## config.mk

```make
export PLATFORM = sky130hd
export DESIGN_NAME = wallace_mac_pipe
export DESIGN_NICKNAME = d
export VERILOG_FILES = /design/src/rtl/wallace_mac_pipe.sv
export SDC_FILE = /design/constraint.sdc
export NUM_CORES = 1
export LEC_CHECK = 0
export BUFFER_PORTS_ARGS = -buffer_cell sky130_fd_sc_hd__buf_2
export CAP_MARGIN = 40
export CELL_PAD_IN_SITES_DETAIL_PLACEMENT = 0
export CELL_PAD_IN_SITES_GLOBAL_PLACEMENT = 1
export CORE_ASPECT_RATIO = 1.75
export CORE_MARGIN = 3
export CORE_UTILIZATION = 40
export DETAILED_ROUTE_END_ITERATION = 10
export PLACE_DENSITY_LB_ADDON = 0.1
export SLEW_MARGIN = 20
export SYNTH_ARGS = -nofsm -noshare
export SYNTH_HDL_FRONTEND = slang
export SYNTH_SLANG_ARGS = --single-unit
```

## constraint.sdc

```tcl
create_clock -name clk -period 9 [get_ports clk]
set_input_delay 1.8 -clock clk [delete_from_list [all_inputs] [get_ports clk]]
set_output_delay 1.8 -clock clk [all_outputs]
set_load 0.02 [all_outputs]
```

## src/rtl/wallace_mac_pipe.sv

```systemverilog
// ---------------------------------------------------------------------------
// wallace_mac_pipe : 2-stage handshaked Wallace-tree multiplier/accumulator
// Rev 1.0
// ---------------------------------------------------------------------------
`timescale 1ns/1ps
`default_nettype none

module wallace_mac_pipe #(
  parameter int W     = 12,
  parameter int ACC_W = 32
) (
  input  logic               clk,
  input  logic               rst,
  input  logic               in_valid,
  output logic               in_ready,
  input  logic [W-1:0]       x_in,
  input  logic [W-1:0]       y_in,
  input  logic               is_signed,
  input  logic               acc_mode,
  input  logic               acc_clr,
  output logic               out_valid,
  input  logic               out_ready,
  output logic [2*W-1:0]     result_out,
  output logic [ACC_W-1:0]   acc_out,
  output logic               acc_ovf
);

  localparam int PW   = 2 * W;
  localparam int NROW = W + 1;
  localparam int NGRP = NROW / 3;

  // Stage 1 registers
  logic [PW-1:0]    cs_sum_q, cs_sum_d;
  logic [PW-1:0]    cs_carry_q, cs_carry_d;
  logic             sgn_q, accm_q, clr_q, s1_valid_q;
  // Stage 2 registers
  logic [PW-1:0]    result_q;
  logic [ACC_W-1:0] acc_q, acc_d;
  logic             ovf_q, ovf_d;
  logic             out_valid_q, out_valid_d;

  logic             w_s1_load, w_s2_load;
  logic [PW-1:0]    w_prod;
  logic [ACC_W-1:0] w_ext, w_sum;
  logic             w_add_ovf;

  assign w_s2_load = s1_valid_q & (~out_valid_q | out_ready);
  assign in_ready  = ~s1_valid_q | w_s2_load;
  assign w_s1_load = in_valid & in_ready;

  // Partial products (modified Baugh-Wooley when signed) reduced by levels of
  // parallel 3:2 compressors until two rows remain.
  always_comb begin
    logic [PW-1:0] rows [NROW];
    logic [PW-1:0] nxt  [NROW];
    int            n;
    int            m;
    for (int j = 0; j < W; j++) begin
      rows[j] = '0;
      for (int i = 0; i < W; i++) begin
        rows[j][i+j] = (x_in[i] & y_in[j]) ^ (is_signed & ((i == W-1) != (j == W-1)));
      end
    end
    rows[W]        = '0;
    rows[W][W]     = is_signed;
    rows[W][PW-1]  = is_signed;
    n = NROW;
    for (int lvl = 0; lvl < W; lvl++) begin
      for (int r = 0; r < NROW; r++) begin
        nxt[r] = '0;
      end
      m = 0;
      for (int g = 0; g < NGRP; g++) begin
        if (3*g + 2 < n) begin
          nxt[m]   = rows[3*g] ^ rows[3*g+1] ^ rows[3*g+2];
          nxt[m+1] = ((rows[3*g] & rows[3*g+1]) | (rows[3*g] & rows[3*g+2])
                     | (rows[3*g+1] & rows[3*g+2])) << 1;
          m = m + 2;
        end
      end
      for (int r = 0; r < NROW; r++) begin
        if (r >= 3*(n/3) && r < n) begin
          nxt[m] = rows[r];
          m = m + 1;
        end
      end
      if (n > 2) begin
        for (int r = 0; r < NROW; r++) begin
          rows[r] = nxt[r];
        end
        n = m;
      end
    end
    cs_sum_d   = rows[0];
    cs_carry_d = rows[1];
  end

  assign w_prod    = cs_sum_q + cs_carry_q;
  assign w_ext     = {{(ACC_W-PW){sgn_q & w_prod[PW-1]}}, w_prod};
  assign w_sum     = acc_q + w_ext;
  assign w_add_ovf = (acc_q[ACC_W-1] == w_ext[ACC_W-1]) && (w_sum[ACC_W-1] != acc_q[ACC_W-1]);

  always_comb begin
    acc_d       = acc_q;
    ovf_d       = ovf_q;
    out_valid_d = out_valid_q;
    if (w_s2_load) begin
      out_valid_d = 1'b1;
      if (accm_q) begin
        if (clr_q) begin
          acc_d = w_ext;
          ovf_d = 1'b0;
        end else begin
          acc_d = w_sum;
          ovf_d = ovf_q | w_add_ovf;
        end
      end
    end else if (out_ready) begin
      out_valid_d = 1'b0;
    end
  end

  always_ff @(posedge clk or posedge rst) begin
    if (rst) begin
      cs_sum_q    <= '0;
      cs_carry_q  <= '0;
      sgn_q       <= 1'b0;
      accm_q      <= 1'b0;
      clr_q       <= 1'b0;
      s1_valid_q  <= 1'b0;
      result_q    <= '0;
      acc_q       <= '0;
      ovf_q       <= 1'b0;
      out_valid_q <= 1'b0;
    end else begin
      if (w_s1_load) begin
        cs_sum_q   <= cs_sum_d;
        cs_carry_q <= cs_carry_d;
        sgn_q      <= is_signed;
        accm_q     <= acc_mode;
        clr_q      <= acc_clr;
      end
      // S1 empties when its entry moves on and nothing new replaces it.
      if (w_s1_load) begin
        s1_valid_q <= 1'b1;
      end else if (w_s2_load) begin
        s1_valid_q <= 1'b0;
      end
      if (w_s2_load) begin
        result_q <= w_prod;
      end
      acc_q       <= acc_d;
      ovf_q       <= ovf_d;
      out_valid_q <= out_valid_d;
    end
  end

  assign out_valid  = out_valid_q;
  assign result_out = result_q;
  assign acc_out    = acc_q;
  assign acc_ovf    = ovf_q;

endmodule

`default_nettype wire

```

Word-level counts from Yosys, hierarchy flattened
Cells that the tools add are included.
Word-level totals
  bits of input ports: 31
  flip-flop bits (word level): 109
  output and inout bits: 59
  word-level logic and storage cells: 275
Cells by class
  mux-type cells: 6
  bitwise operators: 251
  add/subtract/negate cells: 2
  eq/ne operators: 2
  reductions and logical operators: 4
Operators by type and width (count)
  $and 23x23->23: 15
  $or 23x23->23: 15
  $xor 24x24->24: 9
  $and 1x1->1: 147
  $and 23x13->23: 2
  $or 23x14->23: 2
  $add 32x32->32: 1
  $mux 32: 1
  $add 24x24->24: 1
  $xor 14x24->24: 1
  $xor 23x24->24: 1
  $xor 24x17->24: 1
  $xor 24x21->24: 1
  $and 14x23->23: 1
  $and 20x23->23: 1
  $and 21x23->23: 1
  $and 22x23->23: 1
  $and 23x20->23: 1
  $or 22x23->23: 1
  $xor 22x23->23: 1
  $and 21x22->22: 1
  $xor 1x1->1: 22
  $xor 21x22->22: 1
  $and 18x20->20: 1
  28 further kinds: 36

Depth between registers and ports, before layout
  depth in word-level cells: 17
  depth in mapped cells: 19
  depth with buffers taken out: 19

Worst setup path before layout
Ideal clock, no wire load.
  path kind: input to register
  from: input is_signed
  to: register cs_sum_q[11]
  stages: 10
  data required time: 8.875 ns
  buffers on the path: 2
  setup slack: 3.559 ns
  setup time: 0.125 ns
  arrival: 5.317 ns
  cells stage by stage: clkbuf_1 clkbuf_1 xor2_1 fa_1 fa_1 fa_1 inv_1 fa_1 fa_1 mux2_2
On the way
  longest elaborated chain between the ends: 11
  elaborated cells between the ends (all ways): 17
  those cells by class: 17 x bitwise
RTL lines
  from (decl): RTL line 18  | input logic is_signed,
  $xor 1x1->1: RTL line 61  | rows[j][i+j] = (x_in[i] & y_in[j]) ^ (is_signed & ((i == W-1) != (j == W-1)));
  $xor 12x13->13: RTL line 75  | nxt[m] = rows[3*g] ^ rows[3*g+1] ^ rows[3*g+2];
  $xor 13x14->14: RTL line 75
  $xor 14x24->24: RTL line 75
  $xor 24x17->24: RTL line 75
  $xor 24x24->24 (3 in a row): RTL line 75
  $xor 24x24->24 (*) (3 in a row): RTL line 75
  via cs_sum_d[11]: RTL line 33  | logic [PW-1:0] cs_sum_q, cs_sum_d;
  to (signal assigned): RTL line 137  | cs_sum_q <= cs_sum_d;
  to (decl): RTL line 33
The timed path passes the listed nets; every way through them passes the cells marked *.
A chain may end at the register's enable or synchronous reset.

Worst setup path in the final report
  from: input is_signed
  to: register cs_sum_q[12]
On the way
  longest elaborated chain between the ends: 12
  elaborated cells between the ends (all ways): 48
  those cells by class: 48 x bitwise
RTL lines
  $xor 1x1->1: RTL line 61
  $and 12x13->13 (tied with other cells): RTL line 76  | nxt[m+1] = ((rows[3*g] & rows[3*g+1]) | (rows[3*g] & rows[3*g+2])
  $or 23x14->23 or $xor 13x14->14 (tied branches): RTL line 76, 75
  $or 23x14->23 (tied with other cells): RTL line 77  | | (rows[3*g+1] & rows[3*g+2])) << 1;
  $xor 14x24->24 (tied with other cells): RTL line 75
  $xor 24x17->24 (tied with other cells): RTL line 75
  $xor 24x24->24 or $or 23x23->23 (tied branches): RTL line 75, 76
  $xor 24x24->24 (tied with other cells): RTL line 75
  $xor 24x24->24 or $or 23x23->23 (tied branches): RTL line 75, 76
  $xor 24x24->24 or $or 23x23->23 (tied branches): RTL line 75, 77
  $xor 24x24->24: RTL line 75
  $xor 24x24->24 (*): RTL line 75
  via cs_sum_d[12]: RTL line 33
Marked as above.

==> key figures <==
Worst setup path
  – Crit path max fanout: 25
  – Most common cell on crit path: fa_1
  – Worst path cell trace: buf_2 -> xor2_1 -> fa_1 -> inv_1 -> fa_1 -> fa_1 -> fa_1 -> fa_1 -> mux2_2
  – WP depth: 9
  – CP peak stage delay: slightly below 0.6 ns
  – Critical Path AT: around 5.4 ns
  – R2r worst-path depth: 19
  – Crit path required time: 9.25 ns
  – CP max stage cell: buf_2
  – Critical R2R Launch: cs_sum_q[6]
  – CP startpoint: is_signed
  – Worst setup path class: input port to flip-flop
  – CP top delay family: adder cells
  – Bufs and invs on worst path: 2
  – Crit end category: flip-flop
  – FF-to-FF setup slack: 4.01 ns
  – Worst reg2reg endpoint: acc_out[28]
  – Crit start category: input port

Detailed routing
  – Wire length per cell: 17.51 um
  – Vias per cell: 5.277
  – Remaining antenna violation count: 0
  – Residual DRC: 0
  – DR iter-0 viols: around 350
  – Detailed-route via count: about 8000
  – WL final: roughly 26000 um
  – Drt pass-1 iters: 4

Clock tree
  – CTS max path bufs: 2
  – # Post-CTS Setup Buffers: 0
  – CTS buffer count: 9
  – CTS tree: built
  – Htree depth: 3
  – Post_cts resized: 0
  – Total clock sinks: between 100 and 150
  – Clock Latency Late Sink: 0.37 ns
  – Clock transition at path regs: roughly 0.08 ns
  – Hold buffers post-CTS: 0
  – CTS root buffer: clkbuf_16

Synthesis
  – Synth top area cells: dfrtp_1 (24%), fa_1 (20%), ha_1 (10%), mux2_2 (6.7%), nand2_1 (4.7%)
  – Top FF cell, synth: dfrtp_1
  – Netlist cell types: 68
  – Flops & latches, synth: approximately 100
  – Top-area cell type share of the netlist area: between 20% and 30%
  – Post-synth EDFFs: 0
  – Synth Instances: approximately 1100
  – Synth area leader: dfrtp_1
  – Post-Syn Area: between 0.01 and 0.015 mm^2
  – Mapped Avg Cell Area: approximately 9.4 um^2
  – Ys Warns: 0
  – Post-synthesis async set-or-reset flop share: 100.0%
  – Seq/Total Area, Yosys: 24.45%
  – Syn Nets: approximately 1400

STA
  – Relative slew margins: 46.82%
  – Number of setup violations in the final report: 0
  – Max Freq: 195.3 MHz
  – Slew Viols, Final: 0
  – Worst slew pin tran: between 0.7 and 0.8 ns
  – Crit share post-route: 56.90%
  – Final setup TNS: 0 ns
  – Final Hold Fails: 0
  – Tightest hold margin: between 0.4 and 0.5 ns
  – Minimum clock period after layout: between 5 and 6 ns
  – Layout Skew: about 0.0072 ns
  – RSZ-0062 raised after global routing: no

GRT
  – GRT Util Overall: roughly a fifth
  – Largest net degree at the start of global routing: ~50
  – Global-route wire length before repair: about 44000 um
  – Antenna violations before repair: 0
  – Final global-route overflow total: 0
  – Vias in the first global route: 8544

Floorplan
  – Initial Util: 40.84%
  – Area of the die: between 0.02 and 0.03 mm^2
  – Core Box Area: about 0.026 mm^2
  – Io pins: 90
  – Die Height: approximately 220 um
  – Die Wd: about 130 um
  – Row cnt: a little under 80

Cells and area
  – Nets: about 1400
  – Design area: 0.01169 mm^2
  – Layout cells sized above 1: 16.09%
  – Antenna Cells: 0
  – Most frequent cells in the layout: nand2_1 (133), inv_1 (128), fa_1 (104), dfrtp_1 (104), buf_2 (89)
  – Fill cells: ~2600
  – Commonest non-fill, non-tap cell in the layout: nand2_1
  – Area Growth Syn to Fin: 9.875%

Min path
  – Hold Path End: result_out[15]
  – Min-delay src: result_out[15]
  – Hold depth: 2
  – Hold Path Class: flip-flop to flip-flop

Pwr
  – Worst vdd ir: ~0.13 mV
  – Pwr/cell area: approximately 380 mW/mm^2
  – Total power draw: around 0.0044 W
  – Leak pwr: about 5.7 nW

Run status
  – Outcome: completed

Placed design
  – Placed cell areas: between 0.01 and 0.015 mm^2
  – Detailed-placement wirelength estimate: roughly 21000 um
  – Gpl congestion: between 0.8 and 0.9
  – Port bufs: 89

Job
  – Max-Cap Viols: 0
-- per-layer routing --
| metal | global-route usage, % | vias up | share of wire, % |
|---|---|---|---|
| met5 | 0 | - | 0 |
| met4 | 5.731 | 0 | 1.9 |
| met3 | 1.760 | 29 | 2.0 |
| met2 | 36.23 | 117 | 56 |
| met1 | 22.28 | 3971 | 40 |
| li1 | - | 3836 | - |
-- metrics by stage --
step	setup WS, ns	std cells	utilization (%)
floorplan	3.559	1130	-
detailed placement	3.475	1491	43.67
CTS	3.864	1507	44.88
finish	3.879	1507	44.88
global route	3.523	1507	44.88
global placement	3.512	1489	43.49
-- Yosys cell counts (17+ instances only) --
master and number:
nand2_1 134, clkbuf_1 52, xor2_1 22, ha_1 87, and2_1 79, nor2_1 48
a21o_1 17, a21oi_1 51, mux2_2 63, dfrtp_1 104, fa_1 104, inv_1 129
o21ai_0 44, xnor2_1 30
-- worst max-delay path by stage --
stage                     slack (ns)            to
after floorplan                 3.56  cs_sum_q[11]
after global placement          3.51  cs_sum_q[12]
after detailed placement        3.47  cs_sum_q[12]
after CTS                       3.86  cs_sum_q[12]
after global routing            3.52   acc_out[28]
final                           3.88  cs_sum_q[12]
-- state kept, by name (all words and copies together), names as in the netlist --
| signal | count |
|---|---|
| acc_out | 32 |
| cs_sum_q | 24 |
| result_out | 24 |
| cs_carry_q | 18 |
| acc_ovf | 1 |
| accm_q | 1 |
| clr_q | 1 |
| out_valid | 1 |
| s1_valid_q | 1 |
| sgn_q | 1 |
-- tightest hold or removal path, delay by kind of cell (launching register included) --
kind | cells | cell delay [ns]
and+or+nand+nor | 1 | 0.05
DFF | 1 | 0.34
AOI/OAI and AO/OA | 1 | 0.06
-- layout make-up --
| cell class | instances | area [um^2] | share of cell area, % |
|---|---|---|---|
| Clock inverter | 6 | 75.07 | 0.6420 |
| Sequential cell | 104 | 2603 | 22.26 |
| Timing Repair Buffer | 97 | 538.0 | 4.601 |
| Multi-Input combinational cell | 841 | 7352 | 62.87 |
| Clock buffer | 10 | 239.0 | 2.044 |
| Inverter | 129 | 486.7 | 4.162 |
| Tap cell | 320 | 400.4 | 3.424 |
-- cell families after synthesis --
| group | share of synthesized area, % |
|---|---|
| AOI/OAI and AO/OA | 11.76 |
| buffers and inverters | 6.536 |
| muxes | 7.618 |
| DFF | 24.45 |
| and+or+nand+nor | 15.57 |
| xor gates and xnor gates | 4.279 |
| adders and majority gates | 29.79 |
-- power by group --
group | switching, W | leakage [nW] | internal [W] | total, W
logic | 0.00181 | 4.27 | 0.00131 | 0.00313
clock network | 0.000196 | 0.145 | 0.000227 | 0.000424
registers | 0.000170 | 1.28 | 0.000668 | 0.000838
total | 0.00218 | 5.69 | 0.00221 | 0.00439
Power figures use the tool's default switching activity.
